`src/rtl/regfile_write_arbiter_pkg.sv`:
```
// Register-file geometry shared by the write arbiter, its interface and sub-blocks.
// Provides the one-hot decode used to flag the register currently being written.
package regfile_write_arbiter_pkg;

  localparam int REG_ADDR_W = 5;
  localparam int REG_DATA_W = 32;
  localparam int REG_COUNT  = 32;
  localparam logic [REG_ADDR_W-1:0] REG_ZERO_ADDR = 5'd0;

  function automatic logic [REG_COUNT-1:0] reg_onehot(input logic [REG_ADDR_W-1:0] addr);
    logic [REG_COUNT-1:0] mask;
    mask       = '0;
    mask[addr] = 1'b1;
    return mask;
  endfunction

endpackage

```
`src/rtl/regfile_write_arbiter_if.sv`:
```
// Writeback request bundle plus the registered register-file write port.
// The slave side is the arbiter; the master side is the requesters/regfile/tb.
interface regfile_write_arbiter_if
  import regfile_write_arbiter_pkg::*;
#(
  parameter int NREQ   = 2,
  parameter int ADDR_W = REG_ADDR_W,
  parameter int DATA_W = REG_DATA_W
);

  logic                     Hold;
  logic [NREQ-1:0]          ReqValid;
  logic [NREQ-1:0]          ReqReady;
  logic [NREQ*ADDR_W-1:0]   ReqAddr;
  logic [NREQ*DATA_W-1:0]   ReqData;
  logic                     RegWrite;
  logic [ADDR_W-1:0]        WriteRegister;
  logic [DATA_W-1:0]        WriteData;
  logic [REG_COUNT-1:0]     PendingMask;

  modport slave (
    input  Hold, ReqValid, ReqAddr, ReqData,
    output ReqReady, RegWrite, WriteRegister, WriteData, PendingMask
  );

  modport master (
    output Hold, ReqValid, ReqAddr, ReqData,
    input  ReqReady, RegWrite, WriteRegister, WriteData, PendingMask
  );

endinterface

```
`src/rtl/regfile_write_arbiter_rr_arbiter.sv`:
```
// Round-robin one-hot grant over NREQ requesters, zero latency; hold or reset
// forces all grants low. Pointer moves to winner+1 only when advance is set.
module regfile_write_arbiter_rr_arbiter #(
  parameter int NREQ  = 2,
  parameter int IDX_W = $clog2(NREQ)
) (
  input  logic             clk,
  input  logic             rst_n,
  input  logic [NREQ-1:0]  req,
  input  logic             hold,
  input  logic             advance,
  output logic [NREQ-1:0]  grant,
  output logic [IDX_W-1:0] grant_idx
);

  logic [IDX_W-1:0] ptr;
  logic             found;
  int               scan;

  // Scan ptr, ptr+1, ... mod NREQ; the first asserted request wins.
  always_comb begin
    grant     = '0;
    grant_idx = '0;
    found     = 1'b0;
    scan      = 0;
    if (rst_n && !hold) begin
      for (int k = 0; k < NREQ; k++) begin
        scan = int'(ptr) + k;
        if (scan >= NREQ) scan = scan - NREQ;
        if (!found && req[scan]) begin
          found       = 1'b1;
          grant[scan] = 1'b1;
          grant_idx   = IDX_W'(scan);
        end
      end
    end
  end

  always_ff @(posedge clk or negedge rst_n) begin
    if (!rst_n) begin
      ptr <= '0;
    end else if (advance) begin
      ptr <= (int'(grant_idx) == NREQ - 1) ? '0 : grant_idx + 1'b1;
    end
  end

endmodule

```
`src/rtl/regfile_write_arbiter.sv`:
```
// Shares the regfile write port among NREQ writeback sources, one write per cycle;
// handshake at edge N commits at edge N+1. Losers simply keep valid until granted.
module regfile_write_arbiter
  import regfile_write_arbiter_pkg::*;
#(
  parameter int NREQ   = 2,
  parameter int ADDR_W = REG_ADDR_W,
  parameter int DATA_W = REG_DATA_W
) (
  input  logic                  Clk,
  input  logic                  ResetN,
  regfile_write_arbiter_if.slave bus
);

  localparam int IDX_W = $clog2(NREQ);

  logic [NREQ-1:0]   grant;
  logic [IDX_W-1:0]  grant_idx;
  logic              handshake;
  logic [ADDR_W-1:0] win_addr;
  logic [DATA_W-1:0] win_data;
  logic              wr_en_q;
  logic [ADDR_W-1:0] wr_addr_q;
  logic [DATA_W-1:0] wr_data_q;

  regfile_write_arbiter_rr_arbiter #(
    .NREQ  (NREQ),
    .IDX_W (IDX_W)
  ) u_rr_arbiter (
    .clk       (Clk),
    .rst_n     (ResetN),
    .req       (bus.ReqValid),
    .hold      (bus.Hold),
    .advance   (handshake),
    .grant     (grant),
    .grant_idx (grant_idx)
  );

  assign handshake = |(grant & bus.ReqValid);
  assign win_addr  = bus.ReqAddr[grant_idx*ADDR_W +: ADDR_W];
  assign win_data  = bus.ReqData[grant_idx*DATA_W +: DATA_W];

  // r0 writes are consumed but never reach the regfile write enable.
  always_ff @(posedge Clk or negedge ResetN) begin
    if (!ResetN) begin
      wr_en_q   <= 1'b0;
      wr_addr_q <= '0;
      wr_data_q <= '0;
    end else if (handshake) begin
      wr_en_q   <= (win_addr != ADDR_W'(REG_ZERO_ADDR));
      wr_addr_q <= win_addr;
      wr_data_q <= win_data;
    end else begin
      wr_en_q   <= 1'b0;
    end
  end

  assign bus.ReqReady      = grant;
  assign bus.RegWrite      = wr_en_q;
  assign bus.WriteRegister = wr_addr_q;
  assign bus.WriteData     = wr_data_q;
  assign bus.PendingMask   = wr_en_q ? reg_onehot(REG_ADDR_W'(wr_addr_q)) : '0;

endmodule

```
`src/flat_wrapper.sv`:
```
// flat-port wrapper written by rule: the top's interface ports become plain ports
module regfile_write_arbiter_flat import regfile_write_arbiter_pkg::*;
#(
  parameter int NREQ   = 2,
  parameter int ADDR_W = REG_ADDR_W,
  parameter int DATA_W = REG_DATA_W
)
  (Clk, ResetN, bus_Hold, bus_ReqValid, bus_ReqAddr, bus_ReqData, bus_ReqReady, bus_RegWrite, bus_WriteRegister, bus_WriteData, bus_PendingMask);
  regfile_write_arbiter_if #(.NREQ(NREQ), .ADDR_W(ADDR_W), .DATA_W(DATA_W)) bus_i ();
  input  logic Clk;
  input  logic ResetN;
  input wire logic [$bits(bus_i.Hold)-1:0] bus_Hold;
  input wire logic [$bits(bus_i.ReqValid)-1:0] bus_ReqValid;
  input wire logic [$bits(bus_i.ReqAddr)-1:0] bus_ReqAddr;
  input wire logic [$bits(bus_i.ReqData)-1:0] bus_ReqData;
  output wire logic [$bits(bus_i.ReqReady)-1:0] bus_ReqReady;
  output wire logic [$bits(bus_i.RegWrite)-1:0] bus_RegWrite;
  output wire logic [$bits(bus_i.WriteRegister)-1:0] bus_WriteRegister;
  output wire logic [$bits(bus_i.WriteData)-1:0] bus_WriteData;
  output wire logic [$bits(bus_i.PendingMask)-1:0] bus_PendingMask;
  assign bus_i.Hold = bus_Hold;
  assign bus_i.ReqValid = bus_ReqValid;
  assign bus_i.ReqAddr = bus_ReqAddr;
  assign bus_i.ReqData = bus_ReqData;
  assign bus_ReqReady = bus_i.ReqReady;
  assign bus_RegWrite = bus_i.RegWrite;
  assign bus_WriteRegister = bus_i.WriteRegister;
  assign bus_WriteData = bus_i.WriteData;
  assign bus_PendingMask = bus_i.PendingMask;
  regfile_write_arbiter #(.NREQ(NREQ), .ADDR_W(ADDR_W), .DATA_W(DATA_W)) u_core (.Clk(Clk), .ResetN(ResetN), .bus(bus_i));
endmodule
```
`config.mk`:
```
export PLATFORM = sky130hd
export DESIGN_NAME = regfile_write_arbiter_flat
export DESIGN_NICKNAME = d
export VERILOG_FILES = /design/src/rtl/regfile_write_arbiter_pkg.sv /design/src/rtl/regfile_write_arbiter_if.sv /design/src/rtl/regfile_write_arbiter_rr_arbiter.sv /design/src/rtl/regfile_write_arbiter.sv /design/src/flat_wrapper.sv
export SDC_FILE = /design/constraint.sdc
export NUM_CORES = 1
export LEC_CHECK = 0
export BUFFER_PORTS_ARGS = -buffer_cell sky130_fd_sc_hd__buf_2
export CORE_ASPECT_RATIO = 1.2
export CORE_MARGIN = 2
export CORE_UTILIZATION = 43
export CTS_CLUSTER_DIAMETER = 120
export DETAILED_ROUTE_END_ITERATION = 7
export HOLD_SLACK_MARGIN = 0.15
export PLACE_DENSITY = 0.92
export SKIP_LAST_GASP = 1
export SYNTH_ARGS = -nofsm -noshare
export SYNTH_HDL_FRONTEND = slang
export SYNTH_SLANG_ARGS = --single-unit
```
`constraint.sdc`:
```
create_clock -name Clk -period 1.55 [get_ports Clk]
set_clock_uncertainty 0.1 [all_clocks]
set_input_delay 0.2325 -clock Clk [delete_from_list [all_inputs] [get_ports Clk]]
set_output_delay 0.2325 -clock Clk [all_outputs]
set_load 0.01 [all_outputs]
```
== Word level (Yosys, flattened, before mapping) ==
Cells that the tools add are included.

* Logic and storage cells: 58
* Bits of input ports: 79
* Register bits: 39

* Bitwise gates (word level): 2
* $mul: 1
* Shifts and indexed selects: 2
* Reduce and logical (&&, ||, !) cells: 9
* Order comparisons: 8
* Add/sub/neg operators: 4
* Mux-type cells: 28

{| class="wikitable"
|+ Operators with widths
! operator !! number
|-
| two-way mux 32 bit || 5
|-
| greater-or-equal comparator 32 x 1 -> 1 bit (second input constant) || 2
|-
| < comparator 32 x 3 -> 1 bit (second input constant) || 2
|-
| indexed part select 64 x 7 -> 32 bit || 1
|-
| two-way mux 1 bit || 16
|-
| indexed part select 10 x 5 -> 5 bit || 1
|-
| two-way mux 2 bit || 4
|-
| < comparator 5 x 6 -> 1 bit (second input constant) || 1
|-
| demux 1 bit (select 5 bit) || 1
|-
| greater-or-equal comparator 5 x 1 -> 1 bit (second input constant) || 1
|-
| logical AND 1 bit || 5
|-
| nonzero test 5 bit || 1
|-
| multiplier 1 x 3 -> 4 bit (second input constant) || 1
|-
| subtractor 1 x 2 -> 3 bit (second input constant) || 1
|-
| subtractor 2 x 2 -> 3 bit (second input constant) || 1
|-
| adder 1 x 1 -> 2 bit (second input constant) || 1
|-
| bitwise AND 2 bit || 1
|-
| demux 1 bit (select 1 bit) || 2
|-
| greater-or-equal comparator 1 x 2 -> 1 bit (second input constant) || 1
|-
| greater-or-equal comparator 2 bit (second input constant) || 1
|-
| zero test 1 bit || 2
|-
| bitwise OR 2 bit || 1
|-
| OR reduction 2 bit || 1
|-
| adder 1 bit (second input constant) || 1
|}

== Logic depth before layout (Yosys ltp) ==
* Depth in word-level cells: 16
* Mapped depth: 5
* Mapped depth without buffers: 3

== By module ==
A second synthesis with hierarchy kept.

* Cell total of the unflattened synthesis: 226
* Area, all modules: 2,099.5 um^2

{| class="wikitable"
|+ Modules (own cells, without submodules)
! module !! cells an instance !! times used !! area an instance (um^2)
|-
| regfile_write_arbiter || 217 || 1 || 2,004.4
|-
| regfile_write_arbiter_rr_arbiter || 9 || 1 || 95.1
|}

== Least setup slack after synthesis ==
Ideal clock, no wire load.

* Kind: register -> output
* From: register u_core.wr_addr_q[0] (netlist: u_core.bus.WriteRegister[0])
* To: output bus_PendingMask[0]
* Required time: 1.217 ns
* Arrival time: 1.162 ns
* Stages on the path, launching flop included: 4
* Slack: 0.055 ns
* Buffers on the path: 1
* Cells stage by stage: dfrtp_1 -> or3b_1 -> clkbuf_1 -> nor2_1

* Longest elaborated chain between the ends: 5

{| class="wikitable"
|+ RTL lines
! item !! RTL line !! text
|-
| start: declaration || regfile_write_arbiter.sv:23 || <nowiki>logic [ADDR_W-1:0] wr_addr_q;</nowiki>
|-
| start signal: assignment || regfile_write_arbiter.sv:51 || <nowiki>wr_addr_q <= win_addr;</nowiki>
|-
| < comparator 5 x 6 -> 1 bit (implied by the code) / greater-or-equal comparator 5 x 1 -> 1 bit (equally long branches) || regfile_write_arbiter_pkg.sv:13 || <nowiki>mask[addr] = 1'b1;</nowiki>
|-
| logical AND 1 bit (implied by the code) || regfile_write_arbiter_pkg.sv:13 ||
|-
| two-way mux 1 bit (implied by the code) || regfile_write_arbiter_pkg.sv:13 ||
|-
| demux 1 bit (select 5 bit) (*) || n/a ||
|-
| two-way mux 32 bit (*) || regfile_write_arbiter.sv:62 || <nowiki>assign bus.PendingMask = wr_en_q ? reg_onehot(REG_ADDR_W'(wr_addr_q)) : '0;</nowiki>
|-
| end: declaration || flat_wrapper.sv:20 || <nowiki>output wire logic [$bits(bus_i.PendingMask)-1:0] bus_PendingMask;</nowiki>
|}

Mark *: on every way between the ends. The rest lies on a longest branch, timed or not.

== Worst setup path after layout ==
* From: register u_core.wr_addr_q[0] (netlist: u_core.bus.WriteRegister[0])
* To: output bus_PendingMask[18]

Same word-level chain as after synthesis.

==> reports/summary.txt <==
synthesized flop and latch total: 39
Slew HR: 74.71%
WL final: 9575 um
FILL cells: 357
hpwl dp: 5538 um
dpl ws: 0.01604 ns
clock insertion delay at the later pin of the skew report: 0.28 ns
max frequency: 0.5322 GHz
global-route wire length before repair: 13590 um
critical path type: flip-flop to primary output
ordered cell list for the critical path: buf_6 > nand3b_1 > buf_6 > nor2_1 > buf_2
Avg Cell Area, Syn: 9.843 sq um
most numerous cell in the Yosys netlist: dfrtp_1
Die W: 71.66 um
CTS H-Tree Depth: 2
CP Launch Type: flip-flop
PortBufs: 150
max cap viols: 0
synth cell count leaders: dfrtp_1 (39), a32oi_1 (37), nor2_1 (36), a2bb2oi_1 (29), o21ai_0 (29)
Clk pwr share: 16.8%
clk sink count: 39
Ys Warns: 0
critical path capture point type: primary output
most numerous cell on the critical path: buf_6
worst hold path class: primary input to flip-flop
Final min period: 1.879 ns
Comb pwr share: 44.6%
Top FF cell, synth: dfrtp_1
WP data arrival: 1.55 ns
via count: 3063
Seq pwr share: 38.6%
max incr delay on CP: 0.42 ns
VDD IR max: 618.7 uV
CTS clk-pin slew, worst paths: 0.08 ns
DIE HEIGHT: 85.20 um
area share of the largest cell type after synthesis: 41.31%
flop2flop setup slack: 0.11 ns
Initial Util: 44.59%
largest net degree at the start of global routing: 30
measured slew at the worst slew-check pin: 0.3793 ns
period utilization: 121.2%
Seq/Total Area, Yosys: 41.31%
share of cells above drive strength 1: 50.23%
register area: 979.7 sq um
gr usage total: 28.02%
root buffer cell: clkbuf_8
Async S/R FF share, synth: 100.0%
syn_nets: 319
Iteration-0 DRC Markers: 267
switching part of the total power: 37.20%
Setup WS post-layout: -0.3289 ns
Cell Pwr Density: 973.4 nW/um^2
clk buf depth: 2
total gr overflow: 0
CTS tree: built
CP Max Fanout: 6
vias in the first global route: 2871
Final GP Congestion: 0.8125
failing checks: negative setup slack
top cells by area, synth: dfrtp_1 (41%), a32oi_1 (14%), a2bb2oi_1 (11%)
floorplan row count: 29
IO Count: 151
Int Power: 2361 uW
Synth Instances: 240
Worst EP required: 1.22 ns
die area: 6105 sq um
status: finished, violations left
CTS Buf Count: 5
Setup TNS Final: -5.868 ns
Final ANT Viol Nets: 0
Setup-failing EPs final: 32
nets: 514
Core Region: 5298 sq um
DRT Pass-1 Iters: 5
unrepaired setup endpoints after global routing: true
via/cell ratio: 6.163
switching power: 1399 uW
mapped cell area: 2362 sq um
final hold vios: 0
synth-to-layout area growth: 63.51%
final max-slew violation count: 0
initial antenna violation count: 0
Yosys cell types: 25
Post-synth EDFFs: 0
LEAKAGE: 0.001802 uW
DRC viols: 0
CP max-delay cell: dfrtp_1
footprint of the multi-input gates: 1291 sq um
DR WL/cell: 19.27 um
cell taking the most area after synthesis: dfrtp_1
metrics by stage:
step / utilization (%) / instance area, sq um / instances / hold slack, ns / power, uW
final: 72.91 / 3862 / 497 / 0.1567 / 3760
after global routing: 72.86 / 3860 / 496 / 0.1646 / 3958
after CTS: 71.23 / 3774 / 496 / 0.1505 / 3646
after detailed placement: 60.44 / 3202 / 446 / 0.1313 / 2833
after global placement: 60.44 / 3202 / 446 / 0.1215 / 2786
after floorplan: - / 2362 / 240 / -0.1631 / 2213
worst max-delay path, delay by kind of cell, from the launching register on:
family / cells / cell delay (ns)
buf+inv: 3 / 0.49
flops: 1 / 0.42
simple gates: 2 / 0.35
cell usage in the layout (no fill, tap or decap), types with 6 or more instances in the layout:
cell type / count
dlygate4sd3_1: 38
nand3b_1: 6
nor2_2: 9
buf_2: 146
nor2_1: 23
o21ai_1: 9
a32oi_1: 37
buf_6: 9
o21ai_0: 29
a2bb2oi_1: 29
buf_4: 20
a2bb2oi_2: 8
dfrtp_1: 36
final cells by class:
| cell class | count | area share, % |
|---|---|---|
| Antenna cell | 1 | 0.06479 |
| Tap cell | 62 | 2.008 |
| Multi-Input combinational cell | 171 | 33.43 |
| Timing Repair Buffer | 217 | 37.16 |
| Inverter | 1 | 0.09718 |
| Sequential cell | 39 | 25.36 |
| Clock buffer | 6 | 1.879 |
per-layer routing:
layer,global-route usage (%),wire [um],vias up
met4,9.777,304,0
met3,7.126,957,38
met5,0,0,-
met1,29.17,3171,1456
met2,53.28,5142,239
li1,-,-,1330
path summary, 6_finish.rpt:
check,startpoint,to,cells past startpoint
max in group asynchronous,ResetN,u_core.bus.WriteRegister[4],3
setup / recovery,u_core.bus.WriteRegister[0],bus_PendingMask[18],5
hold / removal,bus_ReqData[24],u_core.bus.WriteData[24],3
setup reg to reg,u_core.u_rr_arbiter.ptr,u_core.bus.WriteData[23],5
hold reg to reg,u_core.u_rr_arbiter.ptr,u_core.u_rr_arbiter.ptr,1
min in group asynchronous,ResetN,u_core.bus.WriteData[11],3
flip-flops by register name, summed over array words and instances, names as in the netlist:
name and count:
u_core.bus.WriteData 32, u_core.u_rr_arbiter.ptr 1, u_core.bus.WriteRegister 5, u_core.bus.RegWrite 1
kinds of logic (layout without fill, tap and decap cells):
family,after synthesis,count (layout),synth area share [%]
other cells,0,1,0
compound gates,114,114,38.14
buf+inv,30,224,8.686
flops,39,39,41.31
simple gates,57,57,11.86
power by group through the flow:
stage | logic, uW | clock network [uW] | registers (uW)
3_5_place_dp | 1400 | 0 | 1440
5_1_grt | 1790 | 681 | 1480
2_1_floorplan | 643 | 0 | 1570
4_1_cts | 1570 | 638 | 1430
3_3_place_gp | 1360 | 0 | 1430
6_report | 1680 | 631 | 1450
what timing repair did:
| item | in CTS | in global routing |
|---|---|---|
| pin swaps | 28 | 17 |
| hold buffers | 38 | 1 |
| endpoints found under the setup margin | 34 | 35 |
| buffers inserted | 6 | 1 |
| cloned | 0 | 0 |
| gates resized for setup | 20 | 24 |
| endpoints found under the hold margin | 76 | 1 |
(Power assumes the default switching activity.)
